**src/rtl/cpm_topk_stream_if.sv**
```systemverilog
// Stream-in / ranked-result-out bundle for cpm_topk_stream.
// slave = the top-K block; master = whoever feeds elements and takes results.
interface cpm_topk_stream_if #(
    parameter int DATA_DW  = 8,
    parameter int INFO_DW  = 8,
    parameter int TOPK_NUM = 32
);
    localparam int CNT_W = $clog2(TOPK_NUM + 1);

    logic                               IN_VLD;
    logic                               IN_RDY;
    logic                               IN_LST;
    logic [DATA_DW-1:0]                 IN_DAT;
    logic [INFO_DW-1:0]                 IN_INF;
    logic                               OUT_VLD;
    logic                               OUT_RDY;
    logic [TOPK_NUM-1:0][DATA_DW-1:0]   OUT_DAT;
    logic [TOPK_NUM-1:0][INFO_DW-1:0]   OUT_INF;
    logic [CNT_W-1:0]                   OUT_CNT;
`ifdef CPM_TOPK_MASK_EN
    logic [TOPK_NUM-1:0]                OUT_MSK;
`endif

    modport master (
        output IN_VLD, IN_LST, IN_DAT, IN_INF, OUT_RDY,
`ifdef CPM_TOPK_MASK_EN
        input  OUT_MSK,
`endif
        input  IN_RDY, OUT_VLD, OUT_DAT, OUT_INF, OUT_CNT
    );

    modport slave (
        input  IN_VLD, IN_LST, IN_DAT, IN_INF, OUT_RDY,
`ifdef CPM_TOPK_MASK_EN
        output OUT_MSK,
`endif
        output IN_RDY, OUT_VLD, OUT_DAT, OUT_INF, OUT_CNT
    );
endinterface

```
**src/rtl/cpm_topk_stream.sv**
```systemverilog
// Streaming top-K selector: keeps the K best keys (with tags) of a batch in a sorted array.
// Optional occupancy mask output OUT_MSK is enabled by defining CPM_TOPK_MASK_EN.
module cpm_topk_stream #(
    parameter int DATA_DW  = 8,
    parameter int INFO_DW  = 8,
    parameter int TOPK_NUM = 32,
    parameter int DATA_SGN = 0,
    parameter int SORT_MIN = 0
) (
    input  logic               clk,
    input  logic               rst_n,
    input  logic               clear,
    cpm_topk_stream_if.slave   bus
);
    localparam int               CNT_W    = $clog2(TOPK_NUM + 1);
    localparam logic [CNT_W-1:0] CNT_FULL = CNT_W'(TOPK_NUM);

    typedef enum logic [1:0] {IDLE, FILL, DONE} state_t;

    state_t              state_q, state_d;
    logic [CNT_W-1:0]    cnt_q, cnt_d;
    logic [DATA_DW-1:0]  dat_q [TOPK_NUM];
    logic [DATA_DW-1:0]  dat_d [TOPK_NUM];
    logic [DATA_DW-1:0]  shift_dat [TOPK_NUM];
    logic [INFO_DW-1:0]  inf_q [TOPK_NUM];
    logic [INFO_DW-1:0]  inf_d [TOPK_NUM];
    logic [INFO_DW-1:0]  shift_inf [TOPK_NUM];
    logic [TOPK_NUM-1:0] keep;
    logic                accept;

    // True when stored key a ranks ahead of, or ties with, incoming key b.
    function automatic logic beats_or_eq(input logic [DATA_DW-1:0] a,
                                         input logic [DATA_DW-1:0] b);
        logic lt;
        if (DATA_SGN != 0) lt = $signed(a) < $signed(b);
        else               lt = a < b;
        if (SORT_MIN != 0) return lt || (a == b);
        else               return !lt;
    endfunction

    assign accept      = bus.IN_VLD && bus.IN_RDY;
    assign bus.IN_RDY  = (state_q != DONE);
    assign bus.OUT_VLD = (state_q == DONE);
    assign bus.OUT_CNT = cnt_q;

    // keep[] is a run of ones over the occupied prefix that outranks the new key;
    // the first zero is the insertion slot, everything after it moves down one.
    genvar gi;
    for (gi = 0; gi < TOPK_NUM; gi++) begin : g_slot
        assign keep[gi] = (CNT_W'(gi) < cnt_q) && beats_or_eq(dat_q[gi], bus.IN_DAT);
        if (gi == 0) begin : g_head
            assign shift_dat[gi] = keep[gi] ? dat_q[gi] : bus.IN_DAT;
            assign shift_inf[gi] = keep[gi] ? inf_q[gi] : bus.IN_INF;
        end else begin : g_body
            assign shift_dat[gi] = keep[gi]   ? dat_q[gi]  :
                                   keep[gi-1] ? bus.IN_DAT : dat_q[gi-1];
            assign shift_inf[gi] = keep[gi]   ? inf_q[gi]  :
                                   keep[gi-1] ? bus.IN_INF : inf_q[gi-1];
        end
    end

    always_comb begin
        for (int i = 0; i < TOPK_NUM; i++) begin
            bus.OUT_DAT[i] = dat_q[i];
            bus.OUT_INF[i] = inf_q[i];
        end
    end

`ifdef CPM_TOPK_MASK_EN
    always_comb begin
        for (int i = 0; i < TOPK_NUM; i++) begin
            bus.OUT_MSK[i] = (CNT_W'(i) < cnt_q);
        end
    end
`endif

    always_comb begin
        state_d = state_q;
        cnt_d   = cnt_q;
        dat_d   = dat_q;
        inf_d   = inf_q;
        unique case (state_q)
            IDLE, FILL: begin
                if (accept) begin
                    // A full array whose every slot outranks the key leaves shift_* unchanged.
                    dat_d = shift_dat;
                    inf_d = shift_inf;
                    if (cnt_q != CNT_FULL) cnt_d = cnt_q + CNT_W'(1);
                    state_d = bus.IN_LST ? DONE : FILL;
                end
            end
            DONE: begin
                if (bus.OUT_RDY) begin
                    state_d = IDLE;
                    cnt_d   = '0;
                    for (int i = 0; i < TOPK_NUM; i++) begin
                        dat_d[i] = '0;
                        inf_d[i] = '0;
                    end
                end
            end
            default: state_d = IDLE;
        endcase
    end

    always_ff @(posedge clk) begin
        if (!rst_n || clear) begin
            state_q <= IDLE;
            cnt_q   <= '0;
            for (int i = 0; i < TOPK_NUM; i++) begin
                dat_q[i] <= '0;
                inf_q[i] <= '0;
            end
        end else begin
            state_q <= state_d;
            cnt_q   <= cnt_d;
            dat_q   <= dat_d;
            inf_q   <= inf_d;
        end
    end
endmodule

```
**src/flat_wrapper.sv**
```systemverilog
// flat-port wrapper written by rule: the top's interface ports become plain ports
module cpm_topk_stream_flat 
#(
    parameter int DATA_DW  = 8,
    parameter int INFO_DW  = 8,
    parameter int TOPK_NUM = 32,
    parameter int DATA_SGN = 0,
    parameter int SORT_MIN = 0
)
  (clk, rst_n, clear, bus_IN_VLD, bus_IN_LST, bus_IN_DAT, bus_IN_INF, bus_OUT_RDY, bus_IN_RDY, bus_OUT_VLD, bus_OUT_DAT, bus_OUT_INF, bus_OUT_CNT);
  cpm_topk_stream_if #(.DATA_DW(DATA_DW), .INFO_DW(INFO_DW), .TOPK_NUM(TOPK_NUM)) bus_i ();
  input  logic clk;
  input  logic rst_n;
  input  logic clear;
  input wire logic [$bits(bus_i.IN_VLD)-1:0] bus_IN_VLD;
  input wire logic [$bits(bus_i.IN_LST)-1:0] bus_IN_LST;
  input wire logic [$bits(bus_i.IN_DAT)-1:0] bus_IN_DAT;
  input wire logic [$bits(bus_i.IN_INF)-1:0] bus_IN_INF;
  input wire logic [$bits(bus_i.OUT_RDY)-1:0] bus_OUT_RDY;
  output wire logic [$bits(bus_i.IN_RDY)-1:0] bus_IN_RDY;
  output wire logic [$bits(bus_i.OUT_VLD)-1:0] bus_OUT_VLD;
  output wire logic [$bits(bus_i.OUT_DAT)-1:0] bus_OUT_DAT;
  output wire logic [$bits(bus_i.OUT_INF)-1:0] bus_OUT_INF;
  output wire logic [$bits(bus_i.OUT_CNT)-1:0] bus_OUT_CNT;
  assign bus_i.IN_VLD = bus_IN_VLD;
  assign bus_i.IN_LST = bus_IN_LST;
  assign bus_i.IN_DAT = bus_IN_DAT;
  assign bus_i.IN_INF = bus_IN_INF;
  assign bus_i.OUT_RDY = bus_OUT_RDY;
  assign bus_IN_RDY = bus_i.IN_RDY;
  assign bus_OUT_VLD = bus_i.OUT_VLD;
  assign bus_OUT_DAT = bus_i.OUT_DAT;
  assign bus_OUT_INF = bus_i.OUT_INF;
  assign bus_OUT_CNT = bus_i.OUT_CNT;
  cpm_topk_stream #(.DATA_DW(DATA_DW), .INFO_DW(INFO_DW), .TOPK_NUM(TOPK_NUM), .DATA_SGN(DATA_SGN), .SORT_MIN(SORT_MIN)) u_core (.clk(clk), .rst_n(rst_n), .clear(clear), .bus(bus_i));
endmodule
```
**config.mk**
```make
export PLATFORM = sky130hd
export DESIGN_NAME = cpm_topk_stream_flat
export DESIGN_NICKNAME = d
export VERILOG_FILES = /design/src/rtl/cpm_topk_stream_if.sv /design/src/rtl/cpm_topk_stream.sv /design/src/flat_wrapper.sv
export SDC_FILE = /design/constraint.sdc
export NUM_CORES = 1
export LEC_CHECK = 0
export ABC_AREA = 0
export CORE_MARGIN = 2
export CORE_UTILIZATION = 53
export DETAILED_ROUTE_END_ITERATION = 8
export PLACE_DENSITY_LB_ADDON = 0.08
export SLEW_MARGIN = 40
export SYNTH_ARGS = -nofsm -noshare
export SYNTH_HDL_FRONTEND = slang
export SYNTH_SLANG_ARGS = --single-unit
```
**constraint.sdc**
```tcl
create_clock -name clk -period 4.2 [get_ports clk]
set_clock_uncertainty 0.15 [all_clocks]
set_input_delay 0.63 -clock clk [delete_from_list [all_inputs] [get_ports clk]]
set_output_delay 0.63 -clock clk [all_outputs]
set_load 0.1 [all_outputs]
```
==> results of run 1 <==
-- per-layer routing --
layer	track usage, %	vias to the layer above
li1	-	11630
met1	45.47	12448
met2	64.04	1335
met3	7.936	344
met4	20.93	2
met5	0	-
-- area by class of cell --
cell class,instances,area (µm²)
timing repair buffer,634,3488
sequential,520,10410
fill,4300,18450
antenna,4,10.01
clock inverter,25,356.6
clock buffer,76,1627
tap,680,850.8
multi-input combinational,1993,15080
inverter,247,927.1
-- worst max-delay path: stages --
cell,delay (ns)
clkdlybuf4s50_1,0.54
inv_1,0.14
buf_4,0.25
ha_1,0.24
a2111oi_0,0.44
o21bai_1,0.15
a21oi_2,0.18
buf_4,0.34
nand2_1,0.49
o22ai_1,0.33
-- metrics by stage --
step           area, µm²  hold WS [ns]
2_1_floorplan      27390        0.3164
3_3_place_gp       33290        0.2878
6_report           32750        0.3065
4_1_cts            32710        0.3054
5_1_grt            32750        0.3333
3_5_place_dp       30730        0.2913
-- logic make-up (layout without fill, tap and decap cells) --
| group | Yosys count | after routing | synth area share, % |
|---|---|---|---|
| fa+ha+maj | 227 | 227 | 10.37 |
| xor+xnor | 3 | 3 | 0.09594 |
| simple gates | 549 | 549 | 9.578 |
| flops | 520 | 520 | 38.00 |
| compound gates | 749 | 749 | 17.80 |
| mux | 465 | 465 | 16.99 |
| other cells | 0 | 4 | 0 |
| buf+inv | 446 | 982 | 7.158 |
-- sequential cells by signal, summed over array words and instances, names as in the netlist --
register            count
u_core.state_q          2
u_core.bus.OUT_DAT    256
u_core.bus.OUT_CNT      6
u_core.bus.OUT_INF    256
-- placed cells by master (no fill, tap or decap), types with 7 or more instances in the layout --
cell type / count
a211o_1: 9
a21o_1: 9
a221o_1: 16
a21oi_1: 68
nand4_1: 16
o2bb2ai_1: 48
nand2b_1: 52
o21ai_2: 23
ha_1: 227
and2_4: 7
mux2i_1: 465
a311o_1: 9
nor2b_1: 14
nor2_1: 51
nand3_1: 32
buf_2: 527
dfxtp_1: 520
o21ai_0: 173
o21a_1: 9
o22ai_1: 209
and2_1: 18
a2111oi_0: 7
inv_1: 246
a31oi_1: 11
o21ai_1: 65
clkinv_2: 9
a31o_2: 9
nand2_1: 286
a2111o_1: 9
bufinv_16: 8
or3_1: 12
o221ai_1: 16
nand2b_4: 9
a21oi_2: 9
buf_4: 99
clkbuf_16: 56
nor3_1: 29
a211oi_1: 17
clkbuf_8: 15
-- report_power, final --
| group | switching (µW) | internal [µW] |
|---|---|---|
| logic | 560 | 173 |
| registers | 11.3 | 4940 |
| clock network | 2150 | 3190 |
| total | 2720 | 8310 |
-- worst paths after layout --
path / startpoint / to / slack, ns / depth (start not counted)
max: bus_IN_DAT[3] / u_core.bus.OUT_INF[90] / 0.83 / 10
min: u_core.bus.OUT_INF[248] / u_core.bus.OUT_INF[248] / 0.31 / 2
max reg2reg: u_core.bus.OUT_CNT[4] / u_core.bus.OUT_INF[90] / 1.13 / 7
min reg2reg: u_core.bus.OUT_INF[248] / u_core.bus.OUT_INF[248] / 0.31 / 2
==> impl_results.md, run 1 <==
* Leading area contributor after synthesis: dfxtp_1
* Overflow after GRT at 0
* Post-Route M1 WL at 40.83 mm
* I/O pins at around 540
* Synth warn at 0
* Largest cells by area after synthesis: dfxtp_1 (38%), mux2i_1 (17%), ha_1 (10%)
* Site row count at 83
* LEAKAGE at 0.01336 µW
* Crit path launch type: input port
* CTS Buf Count at 55
* Setup_tns at 0 ns
* Worst Path Required at ~4.6 ns
* Syn nets at 3,208
* WS Path Type: input port to flop
* Power, Total at approximately 11,000 µW
* Die W at 231.3 µm
* Proportion of netlist area held by the largest area contributor at 38.00%
* Initial core utilization at 53.50%
* Fin. max-slew vios at 0
* Power Density at between 300 and 400 nW/µm²
* Total wire length at between 100 and 150 mm
* Vias per cell at 6.164
* Total global-route track usage at 38.12%
* Post-DP HPWL at 78.66 mm
* HP Class: flop to flop
* CTS tree: yes
* Post-synth EDFFs at 0
* Syn Area/Cell at between 9 and 10 µm²
* Post-Layout Cell Count at 4,179
* Slew @ Worst Pin at roughly 0.9 ns
* Synthesis-to-layout area growth at 19.57%
* CTS root buf: clkbuf_16
* Cell count after placement at roughly 4.1k
* Syn Inst Count at 2,959
* Final core occ at between 60% and 70%
* Die ar. at 53,520 µm²
* Final Hold Vio Count at 0
* Dpl ws at 0.3730 ns
* Final nets at 3,700
* #FFs+latches synth at 520
* Core Area at slightly above 50,000 µm²
* Clk buf depth at 3
* Register area share after synthesis at 38.00%
* Height of the die at 231.3 µm
* Cts hold-fix bufs at 0
* RSZ-0062 raised after global routing: false
* Later-pin clock latency in the skew report at 0.63 ns
* Synth top cells by count: dfxtp_1 (520), mux2i_1 (465), nand2_1 (286)
* Initial antenna violation count at 4
* Max_cap viols at 0
* Layout cells sized above 1 at 22.98%
* Largest net degree at the start of global routing at 34
* H-tree depth at 2
* Worst setup margin at a little over 0.8 ns
* First-pass GRT wire length at 155.9 mm
* Post-Syn Area at 27,390 µm²
* ANT nets after route at 0
* Count leader, synth: dfxtp_1
* TritonRoute pass-1 iters at 8
* Final Cycle Share at 80.23%
* Sink Count at 520
* CP max FO at 17
* Min Clock Period, post-route at 3.369 ns
* Final Setup Violations at 0
* Ys async rst share at 0%
* Clock-pin slew on the worst setup and hold paths at 0.06 ns
* Routed wire per std cell at 25.56 µm
* Max-slew headroom at 41.37%
* Netlist cell types at 71
* Status: finished with violations
* Number of port buffers at 541
* Ys flop type: dfxtp_1
* Top Layer Used: met5
* Final Wtd Congestion at 0.9323
* Post-CTS Setup Bufs at 0
* Met3 WL at 9.351 mm
* Number of global-route vias before repair at 25.19k
* Routed met2 length at approximately 51 mm
* Failing checks: design-rule violations
* CTS resizes at 0
* Crit. End Element: flop
* FMAX at 296.8 MHz
* Max VDD drop at 0.2754 mV
* DRC violations left at 2
* WP data arrival at 3.74 ns
* Vias at 25.76k
* Initial DRC count at 2,202
No activity file was read; power rests on OpenSTA's default activity.
==> run 2, diff against run 1 <==
- CORE_UTILIZATION: 53 -> 48
- clock period: 4.2 -> 2.9 ns (I/O delays scaled with it)
==> impl_results.md, run 2 (synthesis results as in run 1) <==
* Final Setup Violations at 0 (unchanged)
* Max VDD drop at 0.4832 mV (was 0.2754 mV)
* Final Wtd Congestion at 0.9341 (was 0.9323)
* CTS resizes at 0 (unchanged)
* RSZ-0062 raised after global routing: false (unchanged)
* Sink Count at 520 (unchanged)
* Number of global-route vias before repair at 25.12k (was 25.19k)
* ANT nets after route at 0 (unchanged)
* CTS Buf Count at 59 (was 55)
* FMAX at 378.3 MHz
* CTS tree: yes (unchanged)
* Most common cell after layout, fill and taps aside: buf_4 (was buf_2)
* I/O pins at 542 (unchanged)
* Die W at 242.9 µm (was 231.3 µm)
* CTS root buf: clkbuf_16 (unchanged)
* Max-slew headroom at 45.74% (was 41.37%)
* Final nets at 3,765 (was 3,700)
* Layout cells sized above 1 at 25.27% (was 22.98%)
* DRC violations left at 0 (was 2)
* Sequential Power Share at 44.0% (was 44.9%)
* Min Clock Period, post-route at around 2.6 ns
* Initial DRC count at 2,234 (was 2,202)
* Int Pwr at 12,210 µW (was 8306 µW)
* Status: complete, no violations (was finished with violations)
* Overflow after GRT at 0 (unchanged)
* Site row count at 87 (was 83)
* Fin. max-slew vios at 0 (unchanged)
* Vias at 25.87k (was 25.76k)
* Clk buf depth at 3 (unchanged)
* WS Path Type: flop to flop (was input port to flop)
* Worst setup margin at 0.2565 ns (was 0.8305 ns)
* Post-DP HPWL at 81.04 mm (was 78.66 mm)
* Core Area at 56,390 µm² (was 51,200 µm²)
* Power Density at 459.1 nW/µm² (was 336.7 nW/µm²)
* Post-CTS Setup Bufs at 0 (unchanged)
* Cell count after placement at 4,211 (was 4,073)
* Largest net degree at the start of global routing at 33 (was 34)
* Slew @ Worst Pin at 0.8139 ns (was 0.8794 ns)
* Final Hold Vio Count at 0 (unchanged)
* Vias per cell at 5.987 (was 6.164)
* Initial antenna violation count at 1 (was 4)
* Height of the die at 242.9 µm (was 231.3 µm)
* Total wire length at 111.4 mm (was 106.8 mm)
* LEAKAGE at 0.01378 µW (was 0.01336 µW)
* Clock-pin slew on the worst setup and hold paths at 0.06 ns (about the same)
* Comb pwr share at 7.4% (was 6.6%)
* TritonRoute pass-1 iters at 5 (was 8)
* Max_cap viols at 0 (unchanged)
* Final Cycle Share at 91.16%
* Cts hold-fix bufs at 0 (unchanged)
* CP max FO at 10 (was 17)
* HP Class: input port to flop (was flop to flop)
* WP data arrival at 3.02 ns (was 3.74 ns)
* Minimum hold slack at 0.07949 ns (was 0.3065 ns)
* Routed wire per std cell at 25.77 µm (was 25.56 µm)
* Synthesis-to-layout area growth at 29.72% (was 19.57%)
* H-tree depth at 2 (unchanged)
* Net switching power at 4107 µW (was 2721 µW)
* Die ar. at 59,000 µm² (was 53,520 µm²)
* Crit. End Element: flop (unchanged)
* Dpl ws at -0.1349 ns (was 0.3730 ns)
* Initial core utilization at 48.58% (was 53.50%)
* Clock share of power at 48.6% (was 48.5%)
* Switching share of power at 25.18% (was 24.67%)
* Worst stage delay on the critical path at 0.56 ns (was 0.54 ns)
* First-pass GRT wire length at 163.1 mm (was 155.9 mm)
* Most frequent cells in the layout: buf_4 (628), dfxtp_1 (520), mux2i_1 (465) (was buf_2 (527), dfxtp_1 (520), mux2i_1 (465))
* Worst Path Required at 3.28 ns (was 4.57 ns)
* Critical Path, Cell by Cell: buf_4 > ha_1 > nor3_1 > a21oi_1 > a21oi_1 > o21ai_1 > buf_4 > and2_1 > a221o_1 (was clkdlybuf4s50_1 > inv_1 > buf_4 > ha_1 > a2111oi_0 > o21bai_1 > a21oi_2 > buf_4 > nand2_1 > o22ai_1)
* Later-pin clock latency in the skew report at 0.65 ns (was 0.63 ns)
* Post-Layout Cell Count at 4,322 (was 4,179)
* Crit path launch type: flop (was input port)
* Total global-route track usage at 36.20% (was 38.12%)
* Number of port buffers at 541 (unchanged)
* Crit-path slowest cell: nor3_1 (was clkdlybuf4s50_1)
-- run 2: cell count changes in the layout (fill, tap and decap cells not counted), sizes merged --
cell	change
buf	+62
clkbuf	+14
inv	-4
bufinv	-3
diode	-3
clkdlybuf4s50	-1
clkinv	+1
clkinvlp	+1
-- run 2: worst paths after layout --
path / cells past startpoint / end / from / slack [ns]
worst max-delay path: 9 / u_core.bus.OUT_DAT[16] / u_core.bus.OUT_CNT[1] / 0.26
worst min-delay path: 3 / u_core.bus.OUT_DAT[0] / bus_IN_DAT[0] / 0.08
worst max register to register: 9 / u_core.bus.OUT_DAT[16] / u_core.bus.OUT_CNT[1] / 0.26
worst min register to register: 2 / u_core.bus.OUT_INF[248] / u_core.bus.OUT_INF[248] / 0.31
-- run 2: critical path, delay by kind of cell (launching register included) --
family / cells / cell delay (ns)
buf+inv: 2 / 0.36
fa+ha+maj: 1 / 0.26
simple gates: 2 / 0.72
flops: 1 / 0.30
compound gates: 4 / 0.75
-- run 2: power groups by stage --
stage | registers [µW] | logic (µW) | clock network (µW)
after CTS | 7170 | 1180 | 7960
final | 7170 | 1210 | 7930
after global routing | 7170 | 1270 | 8220
after floorplan | 7400 | 603 | 0
after global placement | 7330 | 1150 | 0
after detailed placement | 7330 | 1180 | 0
-- run 2: layout make-up --
cell class                      count  area (µm²)
Clock buffer                       90        1804
Antenna cell                        1       2.502
Timing Repair Buffer              695        5766
Clock inverter                     20       249.0
Inverter                          247       942.2
Sequential cell                   520       10410
Fill cell                        4751       20850
Tap cell                          756       945.9
Multi-Input combinational cell   1993       15410
-- run 2: per-stage QoR --
step	utilization (%)	power, µW	area [µm²]	TNS (ns)
after floorplan	-	8006	28070	-105.99
after global placement	59.36	8482	33470	-6.119
after detailed placement	59.37	8509	33480	-11.40
after CTS	63.01	16310	35530	0
after global routing	63.01	16650	35530	0
final	63.02	16310	35530	0
-- run 2: routing by layer --
layer | part of all wire (%) | track usage [%] | vias to the layer above
met1 | 42 | 47.86 | 12542
met4 | 4.7 | 15.70 | 2
met3 | 8.4 | 6.922 | 287
li1 | - | - | 11781
met2 | 45 | 57.55 | 1262
met5 | 0.0081 | 0 | -
==> run 3, diff against run 2 <==
- CTS_CLUSTER_DIAMETER: not set -> 50
- REMOVE_ABC_BUFFERS: not set -> 1
==> impl_results.md, run 3 (synthesis results as in run 1) <==
* Status: complete, no violations (unchanged)
* Comb pwr share at 7.3% (was 7.4%)
* Cell count after placement at 4,231 (was 4,211)
* FMAX at 377.4 MHz (was 378.3 MHz)
* CP dominant cell by count: buf_4
* CTS root buf: clkbuf_16 (unchanged)
* Hold path startpoint: bus_IN_INF[3] (was bus_IN_DAT[0])
* Worst R2R Path Depth at 9 (unchanged)
* CTS Buf Count at 61 (was 59)
* Vias at 25.75k (was 25.87k)
* ANT nets after route at 0 (unchanged)
* CP max FO at 16 (was 10)
* CTS tree: yes (unchanged)
* Total global-route track usage at 34.72% (was 36.20%)
* Dpl ws at -0.1922 ns (was -0.1349 ns)
* Number of port buffers at 541 (unchanged)
* Min Clock Period, post-route at 2.649 ns (was 2.644 ns)
* Final Setup Violations at 0 (unchanged)
* Clock share of power at 48.8% (was 48.6%)
* Power Density at 459.7 nW/µm² (was 459.1 nW/µm²)
* Buf+Inv Stages, Crit Path at 2 (unchanged)
* Vias per cell at 5.923 (was 5.987)
* HP Class: input port to flop (unchanged)
* Core Area at 56,390 µm² (unchanged)
* Later-pin clock latency in the skew report at 0.63 ns (was 0.65 ns)
* Crit. End Element: flop (unchanged)
* Largest net degree at the start of global routing at 33 (unchanged)
* Initial core utilization at 48.58% (unchanged)
* Sequential Area at 10,410 µm² (unchanged)
* Die W at 242.9 µm (unchanged)
* Critical Path, Cell by Cell: ha_1 > a21oi_1 > nand2_1 > a2111oi_1 > nor3_1 > buf_4 > nand3b_1 > buf_4 > o221ai_1 (was buf_4 > ha_1 > nor3_1 > a21oi_1 > a21oi_1 > o21ai_1 > buf_4 > and2_1 > a221o_1)
* Net switching power at 4162 µW (was 4107 µW)
* DRC violations left at 0 (unchanged)
* Sequential Power Share at 43.9% (was 44.0%)
* Worst stage delay on the critical path at 0.43 ns (was 0.56 ns)
* Post-DP HPWL at 77.89 mm (was 81.04 mm)
* Site row count at 87 (unchanged)
* Final Hold Vio Count at 0 (unchanged)
* Max_cap viols at 0 (unchanged)
* Initial antenna violation count at 2 (was 1)
* Hold path depth at 3 (unchanged)
* LEAKAGE at 0.01397 µW (was 0.01378 µW)
* Die ar. at 59,000 µm² (unchanged)
* Layout cells sized above 1 at 25.02% (was 25.27%)
* Slew @ Worst Pin at 0.8070 ns (was 0.8139 ns)
* Overflow after GRT at 0 (unchanged)
* Routed wire per std cell at 24.64 µm (was 25.77 µm)
* Final nets at 3,788 (was 3,765)
* Int Pwr at 12,160 µW (was 12,210 µW)
* Total wire length at 107.1 mm (was 111.4 mm)
* Final Cycle Share at 91.36% (was 91.16%)
* Clk buf depth at 3 (unchanged)
* Switching share of power at 25.50% (was 25.18%)
* Sink Count at 520 (unchanged)
* I/O pins at 542 (unchanged)
* WP data arrival at 3.05 ns (was 3.02 ns)
* Hold Path End: u_core.bus.OUT_INF[27] (was u_core.bus.OUT_DAT[0])
* Synthesis-to-layout area growth at 29.61% (was 29.72%)
* Top delay family on crit path: compound AO/OA/AOI/OAI gates (unchanged)
* WS Path Type: flop to flop (unchanged)
* Most common cell after layout, fill and taps aside: buf_4 (unchanged)
* Initial DRC count at 1,872 (was 2,234)
* Worst R2R Start: u_core.bus.OUT_DAT[23] (was u_core.bus.OUT_CNT[1])
* Multi-input logic area at 15,100 µm² (was 15,410 µm²)
* Worst Path Required at 3.30 ns (was 3.28 ns)
* Clock-pin slew on the worst setup and hold paths at 0.06 ns (about the same)
* Fin. max-slew vios at 0 (unchanged)
* Crit path launch type: flop (unchanged)
* Max-slew headroom at 45.95% (was 45.74%)
* Most frequent cells in the layout: buf_4 (643), dfxtp_1 (520), mux2i_1 (465) (was buf_4 (628), dfxtp_1 (520), mux2i_1 (465))
* Height of the die at 242.9 µm (unchanged)
* Reg2reg end: u_core.bus.OUT_INF[25] (was u_core.bus.OUT_DAT[16])
* RSZ-0062 raised after global routing: false (unchanged)
* Final Wtd Congestion at 0.8819 (was 0.9341)
* R2R setup slack at 0.25 ns (was 0.26 ns)
* TritonRoute pass-1 iters at 5 (unchanged)
* Post-Layout Cell Count at 4,347 (was 4,322)
* Crit-path slowest cell: dfxtp_1 (was nor3_1)
* Fillcell total at 4,823 (was 4,751)
* Number of global-route vias before repair at 25.35k (was 25.12k)
* First-pass GRT wire length at 158.2 mm (was 163.1 mm)
* H-tree depth at 2 (unchanged)
* Worst setup margin at 0.2506 ns (was 0.2565 ns)
* Max VDD drop at 0.4424 mV (was 0.4832 mV)
## run 3: cell types whose count changed in the layout (fill, tap and decap cells not counted), sizes merged
cell | previous run | this run
buf | 690 | 711
clkbuf | 90 | 79
clkinv | 11 | 15
clkinvlp | 6 | 3
diode | 1 | 2
inv | 245 | 258
## run 3: layout make-up
| cell class | instances | area share, % |
|---|---|---|
| Inverter | 247 | 2.611 |
| Clock inverter | 34 | 1.033 |
| Tap cell | 756 | 2.664 |
| Antenna cell | 2 | 0.01410 |
| Multi-Input combinational cell | 1993 | 42.54 |
| Clock buffer | 79 | 4.835 |
| Timing Repair Buffer | 716 | 16.98 |
| Sequential cell | 520 | 29.32 |
## run 3: through the flow
step	hold slack (ns)	instance area [µm²]	total power (µW)	util, %	TNS (ns)
6_report	0.1976	35500	16320	62.97	0
3_5_place_dp	0.3031	33390	8490	59.22	-12.06
5_1_grt	0.1922	35500	16730	62.97	0
2_1_floorplan	0.3164	26360	7830	-	-962.48
3_3_place_gp	0.2911	33360	8457	59.16	-13.22
4_1_cts	0.1680	35480	16370	62.92	0
## run 3: worst max path at each step
stage	start	endpoint	slack, ns	depth (start not counted)
final	u_core.bus.OUT_DAT[23]	u_core.bus.OUT_INF[25]	0.25	9
after global routing	u_core.bus.OUT_DAT[23]	u_core.bus.OUT_INF[26]	0.06	9
after CTS	u_core.bus.OUT_DAT[23]	u_core.bus.OUT_INF[21]	0.17	7
after detailed placement	bus_IN_DAT[7]	u_core.bus.OUT_INF[18]	-0.19	9
after global placement	bus_IN_DAT[6]	u_core.bus.OUT_INF[202]	-0.19	9
after floorplan	u_core.state_q[0]	u_core.bus.OUT_DAT[128]	-2.37	5
## run 3: metal layers
metal	global-route usage, %	share of wire (%)	wire length [µm]	up-vias
met5	0	0	0	-
met3	6.181	6.8	7290	238
met1	43.18	41	43760	12647
li1	-	-	-	11846
met4	13.66	3.8	4070	0
met2	59.54	49	51970	1017
## run 3: worst reg2reg max path: cells and delay by family (launching register included)
family | cells | cell delay [ns]
compound gates | 3 | 0.86
simple gates | 3 | 0.43
flops | 1 | 0.43
buf+inv | 2 | 0.39
fa+ha+maj | 1 | 0.30
## run 3: power groups by stage
stage                     logic, µW  registers [µW]  clock network (µW)
after floorplan                 427            7400                   0
after detailed placement       1160            7330                   0
after global placement         1130            7330                   0
after CTS                      1170            7170                8030
final                          1190            7170                7970
after global routing           1250            7170                8310
## run 3: what timing repair did
action,4_1_cts,5_1_grt
endpoints found under the setup margin,0,17
resized for setup,0,1
setup buffers,0,1
hold buffers,0,0
